[src/rtl/reshuffler_port_joiner.sv]
// reshuffler_port_joiner
// Joins SpatPar narrow streams into one wide word for the reshuffler a_i input.
// Each port has its own Depth-entry FIFO. The wide word is valid once every
// enabled FIFO holds a word, and all enabled FIFOs pop together.
//
// Handshake semantics: a transfer happens on a rising clk_i edge where both
// valid and ready are high. Valid never waits on ready. Once a_valid_o is
// raised, a_o and a_valid_o hold until a_ready_i is seen.
// p_ready_o and csr_ready_o depend only on registered state.
//
// Optional feature: define RESHUFFLER_JOINER_PERF_EN to build the join-stall
// counter on stall_cycles_o. Without it, the port reads 0 and no counter is built.
module reshuffler_port_joiner #(
  parameter int unsigned SpatPar   = 8,
  parameter int unsigned DataWidth = 64,
  parameter int unsigned Depth     = 2
) (
  input  logic                           clk_i,
  input  logic                           rst_ni,
  input  logic [SpatPar*DataWidth-1:0]   p_data_i,
  input  logic [SpatPar-1:0]             p_valid_i,
  output logic [SpatPar-1:0]             p_ready_o,
  output logic [SpatPar*DataWidth-1:0]   a_o,
  output logic                           a_valid_o,
  input  logic                           a_ready_i,
  input  logic [SpatPar-1:0]             csr_port_mask_i,
  input  logic                           csr_valid_i,
  output logic                           csr_ready_o,
  output logic [31:0]                    stall_cycles_o
);

  localparam int unsigned PtrW = (Depth > 1) ? $clog2(Depth) : 1;
  localparam int unsigned CntW = $clog2(Depth + 1);

  logic [SpatPar-1:0] mask_q, mask_d;
  logic [SpatPar-1:0] full, empty, push, pop;
  logic               a_valid;
  logic               csr_hs;

  // The mask may only change when nothing is buffered.
  // This keeps every queued word aligned with the mask it was accepted under.
  assign csr_ready_o = &empty;
  assign csr_hs      = csr_valid_i && csr_ready_o;

  // Next mask: take the new configuration on a csr handshake
  always_comb begin
    mask_d = mask_q;
    if (csr_hs) mask_d = csr_port_mask_i;
  end

  // Mask register; after reset every port is enabled
  always_ff @(posedge clk_i or negedge rst_ni) begin
    if (!rst_ni) mask_q <= '1;
    else         mask_q <= mask_d;
  end

  // Ready is based on occupancy alone, with no pass-through.
  // A full FIFO stays unready even in a cycle where it pops.
  assign p_ready_o = mask_q & ~full;
  assign push      = p_valid_i & p_ready_o;

  // Join: every enabled FIFO holds a word. Disabled ports count as satisfied.
  assign a_valid   = (|mask_q) && (&(~empty | ~mask_q));
  assign a_valid_o = a_valid;
  assign pop       = {SpatPar{a_valid && a_ready_i}} & mask_q;

  for (genvar k = 0; k < SpatPar; k++) begin : g_port
    logic [DataWidth-1:0] mem_q [Depth];
    logic [PtrW-1:0]      wptr_q, wptr_d, rptr_q, rptr_d;
    logic [CntW-1:0]      cnt_q, cnt_d;

    assign full[k]  = (cnt_q == CntW'(Depth));
    assign empty[k] = (cnt_q == '0);

    // Pointer and occupancy update. Depth is a power of two,
    // so each pointer wraps by plain overflow.
    always_comb begin
      wptr_d = wptr_q;
      rptr_d = rptr_q;
      cnt_d  = cnt_q;
      if (push[k]) wptr_d = wptr_q + PtrW'(1);
      if (pop[k])  rptr_d = rptr_q + PtrW'(1);
      case ({push[k], pop[k]})
        2'b10:   cnt_d = cnt_q + CntW'(1);
        2'b01:   cnt_d = cnt_q - CntW'(1);
        default: cnt_d = cnt_q;
      endcase
    end

    // FIFO control state. Reset drops anything still queued.
    always_ff @(posedge clk_i or negedge rst_ni) begin
      if (!rst_ni) begin
        wptr_q <= '0;
        rptr_q <= '0;
        cnt_q  <= '0;
      end else begin
        wptr_q <= wptr_d;
        rptr_q <= rptr_d;
        cnt_q  <= cnt_d;
      end
    end

    // Storage write. Reset is not needed because empty FIFOs never expose the array.
    always_ff @(posedge clk_i) begin
      if (push[k]) mem_q[wptr_q] <= p_data_i[k*DataWidth +: DataWidth];
    end

    // Present the head word for enabled, non-empty ports; zeros otherwise
    assign a_o[k*DataWidth +: DataWidth] =
      (mask_q[k] && !empty[k]) ? mem_q[rptr_q] : '0;
  end

`ifdef RESHUFFLER_JOINER_PERF_EN
  logic [31:0] stall_q, stall_d;

  // Count cycles where some enabled port waits on a slower one.
  // The count saturates, and a csr handshake clears it.
  always_comb begin
    stall_d = stall_q;
    if (csr_hs) begin
      stall_d = '0;
    end else if ((|(~empty & mask_q)) && !a_valid && (stall_q != '1)) begin
      stall_d = stall_q + 32'd1;
    end
  end

  // Stall counter register
  always_ff @(posedge clk_i or negedge rst_ni) begin
    if (!rst_ni) stall_q <= '0;
    else         stall_q <= stall_d;
  end

  assign stall_cycles_o = stall_q;
`else
  assign stall_cycles_o = '0;
`endif

endmodule

[config.mk]
export PLATFORM = sky130hd
export DESIGN_NAME = reshuffler_port_joiner
export DESIGN_NICKNAME = d
export VERILOG_FILES = /design/src/rtl/reshuffler_port_joiner.sv
export SDC_FILE = /design/constraint.sdc
export NUM_CORES = 1
export LEC_CHECK = 0
export ABC_AREA = 1
export CORE_AREA = 2 2 421 423
export CTS_BUF_LIST = sky130_fd_sc_hd__clkbuf_4
export DETAILED_ROUTE_END_ITERATION = 12
export DIE_AREA = 0 0 423 425
export DONT_BUFFER_PORTS = 1
export PLACE_DENSITY = 0.47
export SYNTH_ARGS = -nofsm -noshare
export SYNTH_HDL_FRONTEND = slang
export SYNTH_SLANG_ARGS = --single-unit
[constraint.sdc]
create_clock -name clk_i -period 4.7 [get_ports clk_i]
set_clock_uncertainty 0.2 [all_clocks]
set_input_delay 1.41 -clock clk_i [delete_from_list [all_inputs] [get_ports clk_i]]
set_output_delay 1.41 -clock clk_i [all_outputs]
set_load 0.1 [all_outputs]
# Word level (Yosys, flattened, before mapping)
# Memories as Yosys holds them, arrays and structs flattened.
# Cells that the tools add are included.
# word_totals
mem_count,8
output_inout_bits,554
ff_bits,40
mem_bits_rw,1024
# classes
eq_ne,24
reduce_logical,38
add_sub_neg,32
bitwise,7
muxes,32
# mem_list
name,words,word_bits,rd,rd_ports_with_merged_regs,wr,line,source
g_port[0].mem_q,2,64,1,0,1,68,logic [DataWidth-1:0] mem_q [Depth];
g_port[1].mem_q,2,64,1,0,1,68,
g_port[2].mem_q,2,64,1,0,1,68,
g_port[3].mem_q,2,64,1,0,1,68,
g_port[4].mem_q,2,64,1,0,1,68,
g_port[5].mem_q,2,64,1,0,1,68,
+2 memories,--,--,--,--,--,--,
# op_table
op,n
64-bit two-way mux,8
2-bit equality test (second input constant),16
2-bit one-hot mux with 2 select lines,8
8-bit bitwise AND,3
8-bit inverter,3
1-bit adder (second input constant),16
2-bit by 1-bit adder with 2-bit output (second input constant),8
2-bit by 1-bit equality test with 1-bit output (second input constant),8
2-bit zero test,8
1-bit two-way mux,16
8-bit AND reduction,2
2-bit nonzero test,8
2-bit by 1-bit subtractor with 2-bit output (second input constant),8
1-bit logical AND,11
1-bit zero test,8
8-bit bitwise OR,1
8-bit OR reduction,1

# Logic depth before layout (Yosys ltp)
# Gate-level depths: netlist of run 1.
# logic_depth
ltp_word,9
mapped_depth,13
ltp_nobuf,12

# Worst setup path before layout of run 1
# Ideal clock, no wire load.
# synth_timing
path_type,register -> register
from,register mask_q[0]
to,"memory g_port[0].mem_q[0][0], enable pin"
path_slack_ns,-1.258
setup_time_ns,0.486
path_stages_with_launch,5
required_ns,4.014
arrival_ns,5.272
path_cell_list,dfstp_2 inv_1 a21oi_1 nand2_1 nor2_1
# synth_via
elab_chain_len,4
# synth_lines
item,line,source
from (decl),35,"logic [SpatPar-1:0] mask_q, mask_d;"
from (signal assigned),54,else mask_q <= mask_d;
8-bit bitwise AND,59,assign p_ready_o = mask_q & ~full;
net p_ready_o[0],22,"output logic [SpatPar-1:0] p_ready_o,"
8-bit bitwise AND,60,assign push = p_valid_i & p_ready_o;
1-bit two-way mux,105,if (push[k]) mem_q[wptr_q] <= p_data_i[k*DataWidth +: DataWidth];
1-bit two-way mux (not written as such),105,
to (decl),68,
# The timed path passes the listed nets, and every way through them passes these cells.

# Worst setup path in the final report of run 1
# layout_timing
from,register mask_q[5]
to,output a_o[364]
# layout_via
elab_chain_len,2
# layout_lines
item,line,source
1-bit logical AND,110,(mask_q[k] && !empty[k]) ? mem_q[rptr_q] : '0;
64-bit two-way mux,110,
to (decl),23,"output logic [SpatPar*DataWidth-1:0] a_o,"
# No other way between the ends.

==> results of run 1 <==
cell type report:
cell class / instances / area (um^2)
clock inverter: 71 / 356.6
multi-input combinational: 2254 / 9166
antenna: 34 / 85.08
tap: 2340 / 2928
clock buffer: 460 / 3453
sequential: 1064 / 31780
timing repair buffer: 1163 / 14440
inverter: 552 / 2187
timing repair inverter: 1 / 11.26
fill: 17290 / 110900
critical path, delay by kind of cell, from the launching register on:
kind	cells	cell delay, ps
buffers and inverters	4	700
DFF	1	570
and+or+nand+nor	2	300
stage by stage:
stage	hold WS [ps]	setup TNS, ps
after floorplan	268.4	-245810
after global placement	319.9	0
after detailed placement	329.3	0
after CTS	27.82	-118.3
after global routing	72.11	-5793
final	275.5	0
routing by layer:
metal  up-vias  GRT usage, %  wire length [um]
met1     16040         20.36             63780
met2      1332         29.89             81350
met5         -             0               125
met4        18         8.316              7063
li1      15510             -                 -
met3       372         5.123             11290
state kept, by name, summed over array words and instances, names as in the netlist:
name / flops
mask_q: 8
g_port.cnt_q: 16
g_port.rptr_q: 8
g_port.wptr_q: 8
g_port.mem_q: 1024
Yosys cell counts, types with 15 or more instances:
cell type and count:
nand2_1 2087, edfxtp_1 1024, inv_1 552, buf_2 87
buf_1 48, buf_4 32, dfrtp_1 32, nor2_1 32
clkbuf_1 28, a21oi_1 24, xnor2_1 16, nor2_2 15
logic make-up (layout without fill, tap and decap cells):
group                      after synthesis  count (layout)  synth area share [%]
other                                    1              66              0.008623
buffers and inverters                  748            2247                 7.009
xor gates and xnor gates                24              24                0.4834
adders and majority gates                8               8                0.2302
DFF                                   1064            1064                 73.03
AOI/OAI and AO/OA                       33              33                0.3884
and+or+nand+nor                       2156            2157                 18.85
path summary, 6_finish.rpt:
path | end | slack (ps)
setup / recovery | a_o[364] | 200
hold / removal | g_port[5].wptr_q | 280
setup reg to reg | g_port[1].mem_q[1][28] | 1410
hold reg to reg | g_port[7].cnt_q[1] | 330
max in group asynchronous | mask_q[7] | 3450
min in group asynchronous | g_port[4].wptr_q | 460
what timing repair did:
action	4_1_cts	5_1_grt
buffers inserted	42	1
hold buffers	525	0
pin swaps	14	0
hold endpoints to repair	1080	0
setup endpoints to repair	515	27
cloned	34	2
gates resized for setup	882	62
==> summary.md, run 1 <==
| Metric | Value |
|---|---|
| GPL Wtd Cong | 0.9275 |
| Post-placement cell area | 50,370 um^2 |
| CP arrival | 2890 ps |
| Final Hold Vio Count | 0 |
| WL per Instance | 20.61 um |
| Area share of the largest cell type after synthesis | 70.71% |
| Ys async rst share | 3.759% |
| Synth Flop Type | edfxtp_1 |
| GRT Total Usage | 17.59% |
| RSZ-0062 raised after global routing | true |
| Clock transition at path regs | 60 ps |
| CP Data Required Time | 3090 ps |
| Final Critical Period | 4499 ps |
| Hold Crit Start | p_valid_i[5] |
| Largest net degree at the start of global routing | 66 |
| Nets | 5,894 |
| Main area contributors after synthesis | edfxtp_1 71%, nand2_1 18%, inv_1 4.8% |
| Layout Cell Area excl Fill | 64,410 um^2 |
| Register area share after synthesis | 73.03% |
| Antenna violations before repair | 37 |
| Clk buf depth | 4 |
| DP Cell Count | 6,770 |
| Final std cells w/o fill | 7,939 |
| Crit path from | mask_q[5] |
| Worst Max-Slew Pin Slew | 967.8 ps |
| Area delta synth->final | 48.12% |
| Vias | 33,280 |
| Most frequent cells in the layout | 2,062 x nand2_1, 1,024 x edfxtp_1, 523 x dlygate4sd3_1 |
| Fmax achieved | 222.3 MHz |
| Pre-CTS setup slack | 877.6 ps |
| Ys Warns | 0 |
| DRC violations left | 0 |
| # clock sinks | 1,064 |
| Relative slew slack | 35.33% |
| Total CTS buffers | 318 |
| Crit start category | flop |
| Distinct cells, synth | 26 |
| Initial DRC Count | 1,970 |
| Cells after synthesis | 4,034 |
| Grt ovf | 0 |
| Vias per cell | 4.191 |
| Post-Route WL | 163,600 um |
| Share of layout cells above drive strength 1 | 23.40% |
| Remaining antenna violation count | 0 |
| Slew Viols, Final | 0 |
| First-pass GRT wire length | 229,500 um |
| Critical path fanouts, max | 15 |
| R2R depth | 5 |
| Dpl hpwl | 103,800 um |
| Hold Crit Class | in2reg |
| Die Span Y | 425 um |
| EDFF count, synth | 1,024 |
| Num ports | 1,086 |
| IO Port Bufs | 0 |
| Vias in the first global route | 33,260 |
| Status | completed |
| Final setup viols | 0 |
| Post-synthesis register bit count | 1,064 |
| Clk_lat worst skew | 1310 ps |
| Starting Density | 24.80% |
| Crit path capture type | primary output |
| FF-to-FF Start | mask_q[1] |
| Die width | 423 um |
| Die area | 179,800 um^2 |
| Final core utilization | 36.74% |
| Max capacitance violation total | 0 |
| Slowest cell on crit path | dfstp_2 |
| DRT Pass-1 Iters | 5 |
| Period utilisation layout | 95.72% |
| Final WS setup | 201.3 ps |
| Synth area leader | edfxtp_1 |
| Most common cell after layout, fill and taps aside | nand2_1 |
| Clk root buf | clkbuf_4 |
| Core area | 175,300 um^2 |
| Row count | 154 |
| Htree depth | 5 |
| CTS tree | done |
| Critical path class | reg2out |
| CP peak stage delay | 570 ps |
| Hold path cells | 2 |
| Area of the mapped netlist | 43,490 um^2 |
| CP Cell Sequence | clkinvlp_4, nor2_4, buf_12, nand2_1, inv_1, buf_4 |
| Syn Area/Cell | 10.78 um^2 |
Power of run 1 is not shown: default switching activity piles up to over one toggle a cycle in this logic, so the estimate is an artifact.
==> run 2, diff against run 1 <==
--- a/config.mk
+++ b/config.mk
@@ -12,6 +12,7 @@
 export DIE_AREA = 0 0 423 425
 export DONT_BUFFER_PORTS = 1
 export PLACE_DENSITY = 0.47
+export SETUP_SLACK_MARGIN = 0.3
 export SYNTH_ARGS = -nofsm -noshare
 export SYNTH_HDL_FRONTEND = slang
 export SYNTH_SLANG_ARGS = --single-unit
==> summary.md, run 2 (synthesized netlist as in run 1, its figures left out) <==
| Metric | Value |
|---|---|
| Vias | 34,010 |
| Clk buf depth | 4 |
| Top reg by flops | g_port.mem_q |
| DRC violations left | 0 |
| Most common cell after layout, fill and taps aside | nand2_1 |
| Final setup viols | 0 |
| Max capacitance violation total | 0 |
| Filler Cell Count | 16,680 |
| CP Data Required Time | 3090 ps |
| GRT Total Usage | 17.46% |
| Crit path capture type | primary output |
| Area delta synth->final | 56.56% |
| Setup_tns | 0 ps |
| Post-Route WL | 172,500 um |
| Relative slew slack | 35.69% |
| Worst path depth | 7 |
| Multi-input gate area | 10,070 um^2 |
| # clock sinks | 1,064 |
| Starting Density | 24.80% |
| Num ports | 1,086 |
| Total CTS buffers | 318 |
| Core area | 175,300 um^2 |
| CP top delay family | buffers and inverters |
| RSZ-0062 raised after global routing | true |
| Sequential Area | 31,790 um^2 |
| IO Port Bufs | 0 |
| GPL Wtd Cong | 0.9275 |
| Pre-CTS setup slack | 877.6 ps |
| Worst Max-Slew Pin Slew | 962.5 ps |
| WL per Instance | 21.59 um |
| Cell repeated most along the worst path | buf_12 |
| Row count | 154 |
| Die area | 179,800 um^2 |
| Critical path fanouts, max | 15 |
| CP arrival | 2900 ps |
| R2R depth | 6 |
| Grt ovf | 0 |
| Nets | 5,943 |
| CTS tree | done |
| Final WS setup | 193.5 ps |
| Vias in the first global route | 33,220 |
| Max FFs per register | 1,024 |
| Crit path buf inv count | 5 |
| Clock transition at path regs | 60 ps |
| Die Span Y | 425 um |
| Hold path cells | 2 |
| Slew Viols, Final | 0 |
| Largest net degree at the start of global routing | 66 |
| DRT Pass-1 Iters | 5 |
| Final Hold Vio Count | 0 |
| Fmax achieved | 221.9 MHz |
| Die width | 423 um |
| Dpl hpwl | 103,800 um |
| Slowest cell on crit path | dfstp_2 |
| Clk_lat worst skew | 1320 ps |
| Initial DRC Count | 2,133 |
| Share of layout cells above drive strength 1 | 27.79% |
| Critical path class | reg2out |
| Most frequent cells in the layout | 1,941 x nand2_1, 1,024 x edfxtp_1, 523 x dlygate4sd3_1 |
| CP Cell Sequence | clkinvlp_4, nor2_4, buf_12, buf_6, nand2_1, inv_2, buf_12 |
| Remaining antenna violation count | 0 |
| Hold Crit Class | in2reg |
| Htree depth | 5 |
| Vias per cell | 4.257 |
| Period utilisation layout | 95.88% |
| Antenna violations before repair | 43 |
| CP peak stage delay | 570 ps |
| Crit start category | flop |
| Status | completed |
| First-pass GRT wire length | 228,400 um |
| Final Critical Period | 4506 ps |
| Largest regs | g_port.mem_q: 1024 flops, g_port.cnt_q: 16 flops |
| Clk root buf | clkbuf_4 |
run 2: changes by cell type in the layout (fill, tap and decap cells not counted), sizes merged:
cell	previous run	this run
buf	627	653
bufbuf	11	3
clkbuf	462	490
clkinv	62	63
diode	34	36
inv	542	544
run 2: worst paths after layout:
path	end	startpoint	slack [ps]
max reg2reg	g_port[1].mem_q[1][28]	mask_q[1]	1350
min reg2reg	g_port[6].rptr_q	mask_q[6]	310
min in group asynchronous	g_port[4].wptr_q	rst_ni	440
max in group asynchronous	mask_q[7]	rst_ni	3460
min	g_port[5].wptr_q	p_valid_i[5]	270
max	a_o[348]	mask_q[5]	190
run 2: routing by layer:
| layer | global-route usage (%) | wire length [um] | vias up |
|---|---|---|---|
| met3 | 5.509 | 12920 | 448 |
| li1 | - | - | 15610 |
| met2 | 29.38 | 86050 | 1473 |
| met5 | 0 | 161 | - |
| met1 | 19.93 | 65200 | 16450 |
| met4 | 8.879 | 8196 | 24 |
run 2: timing repair:
| item | in CTS | in global routing |
|---|---|---|
| setup endpoints to repair | 520 | 518 |
| pin swaps | 21 | 14 |
| gates cloned | 26 | 39 |
| gates resized for setup | 1079 | 674 |
| setup buffers | 32 | 31 |
| endpoints found under the hold margin | 1080 | 0 |
| hold buffers | 525 | 0 |
run 2: cell type report:
cell class,instances,area share (%)
sequential,1064,46.69
tap,2340,4.300
timing repair buffer,1209,24.94
clock inverter,71,0.5238
timing repair inverter,4,0.05513
inverter,552,3.503
multi-input combinational,2254,14.79
clock buffer,460,5.072
antenna,36,0.1323
run 2: metrics by stage:
| step | instances | instance area, um^2 | hold WS (ps) | util [%] |
|---|---|---|---|---|
| 2_1_floorplan | 4065 | 43650 | 268.4 | - |
| 3_3_place_gp | 6770 | 50370 | 319.9 | 28.73 |
| 3_5_place_dp | 6770 | 50370 | 329.3 | 28.73 |
| 4_1_cts | 7884 | 64560 | 27.82 | 36.82 |
| 5_1_grt | 7983 | 68070 | 70.41 | 38.82 |
| 6_report | 7990 | 68080 | 268.1 | 38.83 |
run 2: worst register-to-register path: cells and delay by family (launching register included):
kind | cells | cell delay, ps
buf+inv | 3 | 510
flops | 1 | 550
compound gates | 1 | 700
simple gates | 2 | 850
Power of run 2 is left out for the same reason.
==> run 3, diff against run 2 <==
--- a/config.mk
+++ b/config.mk
@@ -6,6 +6,7 @@
 export NUM_CORES = 1
 export LEC_CHECK = 0
 export ABC_AREA = 1
+export ABC_CLOCK_PERIOD_IN_PS = 5800
 export CORE_AREA = 2 2 421 423
 export CTS_BUF_LIST = sky130_fd_sc_hd__clkbuf_4
 export DETAILED_ROUTE_END_ITERATION = 12
==> constraint.sdc (replaced) <==
create_clock -name clk_i -period 5.8 [get_ports clk_i]
set_clock_uncertainty 0.2 [all_clocks]
set_input_delay 1.74 -clock clk_i [delete_from_list [all_inputs] [get_ports clk_i]]
set_output_delay 1.74 -clock clk_i [all_outputs]
set_load 0.1 [all_outputs]
==> summary.md, run 3 (synthesized netlist as in run 1, its figures left out) <==
| Metric | Value |
|---|---|
| Die Span Y | 425 um |
| Post-Route WL | 145,000 um |
| Htree depth | 5 |
| Die width | 423 um |
| IO Port Bufs | 0 |
| GRT Total Usage | 15.48% |
| # clock sinks | 1,064 |
| Slew Viols, Final | 0 |
| Num ports | 1,086 |
| Die area | 179,800 um^2 |
| Remaining antenna violation count | 0 |
| Most frequent cells in the layout | 2,087 x nand2_1, 1,024 x edfxtp_1, 454 x clkbuf_4 |
| Final Critical Period | 5272 ps |
| Crit start category | flop |
| Period utilisation layout | 90.90% |
| First-pass GRT wire length | 198,700 um |
| Largest net degree at the start of global routing | 66 |
| Dpl hpwl | 100,300 um |
| Area delta synth->final | 19.83% |
| Clk root buf | clkbuf_4 |
| CP peak stage delay | 690 ps |
| Vias | 28,430 |
| Final setup viols | 0 |
| CTS tree | done |
| CP arrival | 3330 ps |
| CP Data Required Time | 3860 ps |
| Post-placement cell area | 46,970 um^2 |
| DRC violations left | 0 |
| Largest regs | g_port.mem_q: 1024 flops, g_port.cnt_q: 16 flops |
| GPL Wtd Cong | 0.9316 |
| Final core utilization | 29.72% |
| Status | completed |
| Fmax achieved | 189.7 MHz |
| Clk buf depth | 4 |
| Filler Cell Count | 18,090 |
| Vias per cell | 4.119 |
| Vias in the first global route | 27,300 |
| Cell repeated most along the worst path | inv_1 |
| Final Hold Vio Count | 0 |
| Clk_lat worst skew | 1290 ps |
| Total CTS buffers | 311 |
| Core area | 175,300 um^2 |
| Starting Density | 24.80% |
| Nets | 4,877 |
| Crit path capture type | primary output |
| RSZ-0062 raised after global routing | true |
| Max FFs per register | 1,024 |
| Relative slew slack | 28.29% |
| Critical path fanouts, max | 11 |
| Slowest cell on crit path | nor2_2 |
| Clock transition at path regs | 60 ps |
| Sequential Area | 31,770 um^2 |
| Row count | 154 |
| Worst Max-Slew Pin Slew | 1073 ps |
| DRT Pass-1 Iters | 5 |
| Hold Crit Class | reg2reg |
| Max capacitance violation total | 0 |
| WL per Instance | 21.01 um |
| CP Cell Sequence | inv_1, nor2_2, nand2_1, inv_1, buf_4 |
| Critical path class | reg2out |
| Grt ovf | 0 |
| Most common cell after layout, fill and taps aside | nand2_1 |
| Initial DRC Count | 1,985 |
| Multi-input gate area | 9125 um^2 |
| Layout Cell Area excl Fill | 52,110 um^2 |
| Hold WS | 279.0 ps |
| Top reg by flops | g_port.mem_q |
| Antenna violations before repair | 25 |
| Share of layout cells above drive strength 1 | 21.58% |
-- run 3: cell types whose count changed in the layout (fill, tap and decap cells not counted), moves of 77 or more --
cell           change
clkinvlp_4       +266
nand2_1          +146
dlygate4sd3_1    -522
inv_2             -77
buf_12           -318
buf_6            -148
inv_1            -114
nand2_4           -93
-- run 3: routing by layer --
layer	track usage (%)	wire length (um)	part of all wire, %
met5	0	86	0.059
met4	6.044	4102	2.8
met3	6.267	13430	9.3
met2	26.20	73140	50
met1	17.37	54230	37
-- run 3: final cells by class --
type | instances | share of cell area, %
Antenna cell | 31 | 0.1489
Clock buffer | 454 | 6.540
Clock inverter | 53 | 0.5738
Inverter | 552 | 6.029
Multi-Input combinational cell | 2260 | 17.51
Sequential cell | 1064 | 60.97
Tap cell | 2340 | 5.618
Timing Repair Buffer | 148 | 2.608
-- run 3: path summary, 6_finish.rpt --
| check | from | endpoint | slack (ps) | depth (start not counted) |
|---|---|---|---|---|
| setup / recovery | mask_q[4] | a_o[303] | 530 | 5 |
| setup reg to reg | mask_q[4] | g_port[4].mem_q[0][50] | 1870 | 5 |
| max in group asynchronous | rst_ni | mask_q[6] | 4190 | 2 |
| min in group asynchronous | rst_ni | g_port[1].rptr_q | 830 | 2 |
| hold / removal | mask_q[1] | g_port[1].rptr_q | 280 | 2 |
| hold reg to reg | mask_q[1] | g_port[1].rptr_q | 280 | 2 |
-- run 3: what timing repair did --
item,in CTS,in global routing
setup endpoints to repair,506,97
endpoints found under the hold margin,40,0
gates resized for setup,255,51
gates cloned,6,1
pin swaps,5,0
setup buffers,5,2
hold buffers,2,0
-- run 3: critical path: cells and delay by family (launching register included) --
kind	cells	cell delay, ps
buf+inv	3	680
simple gates	2	800
flops	1	560
-- run 3: metrics by stage --
stage	TNS, ps	worst slack (ps)	std cells
2_1_floorplan	-153280	-158.4	4065
3_3_place_gp	0	1319	6348
3_5_place_dp	0	1311	6348
4_1_cts	0	282.5	6868
5_1_grt	0	264.2	6891
6_report	0	528.0	6902
Power of run 3 is left out for the same reason.
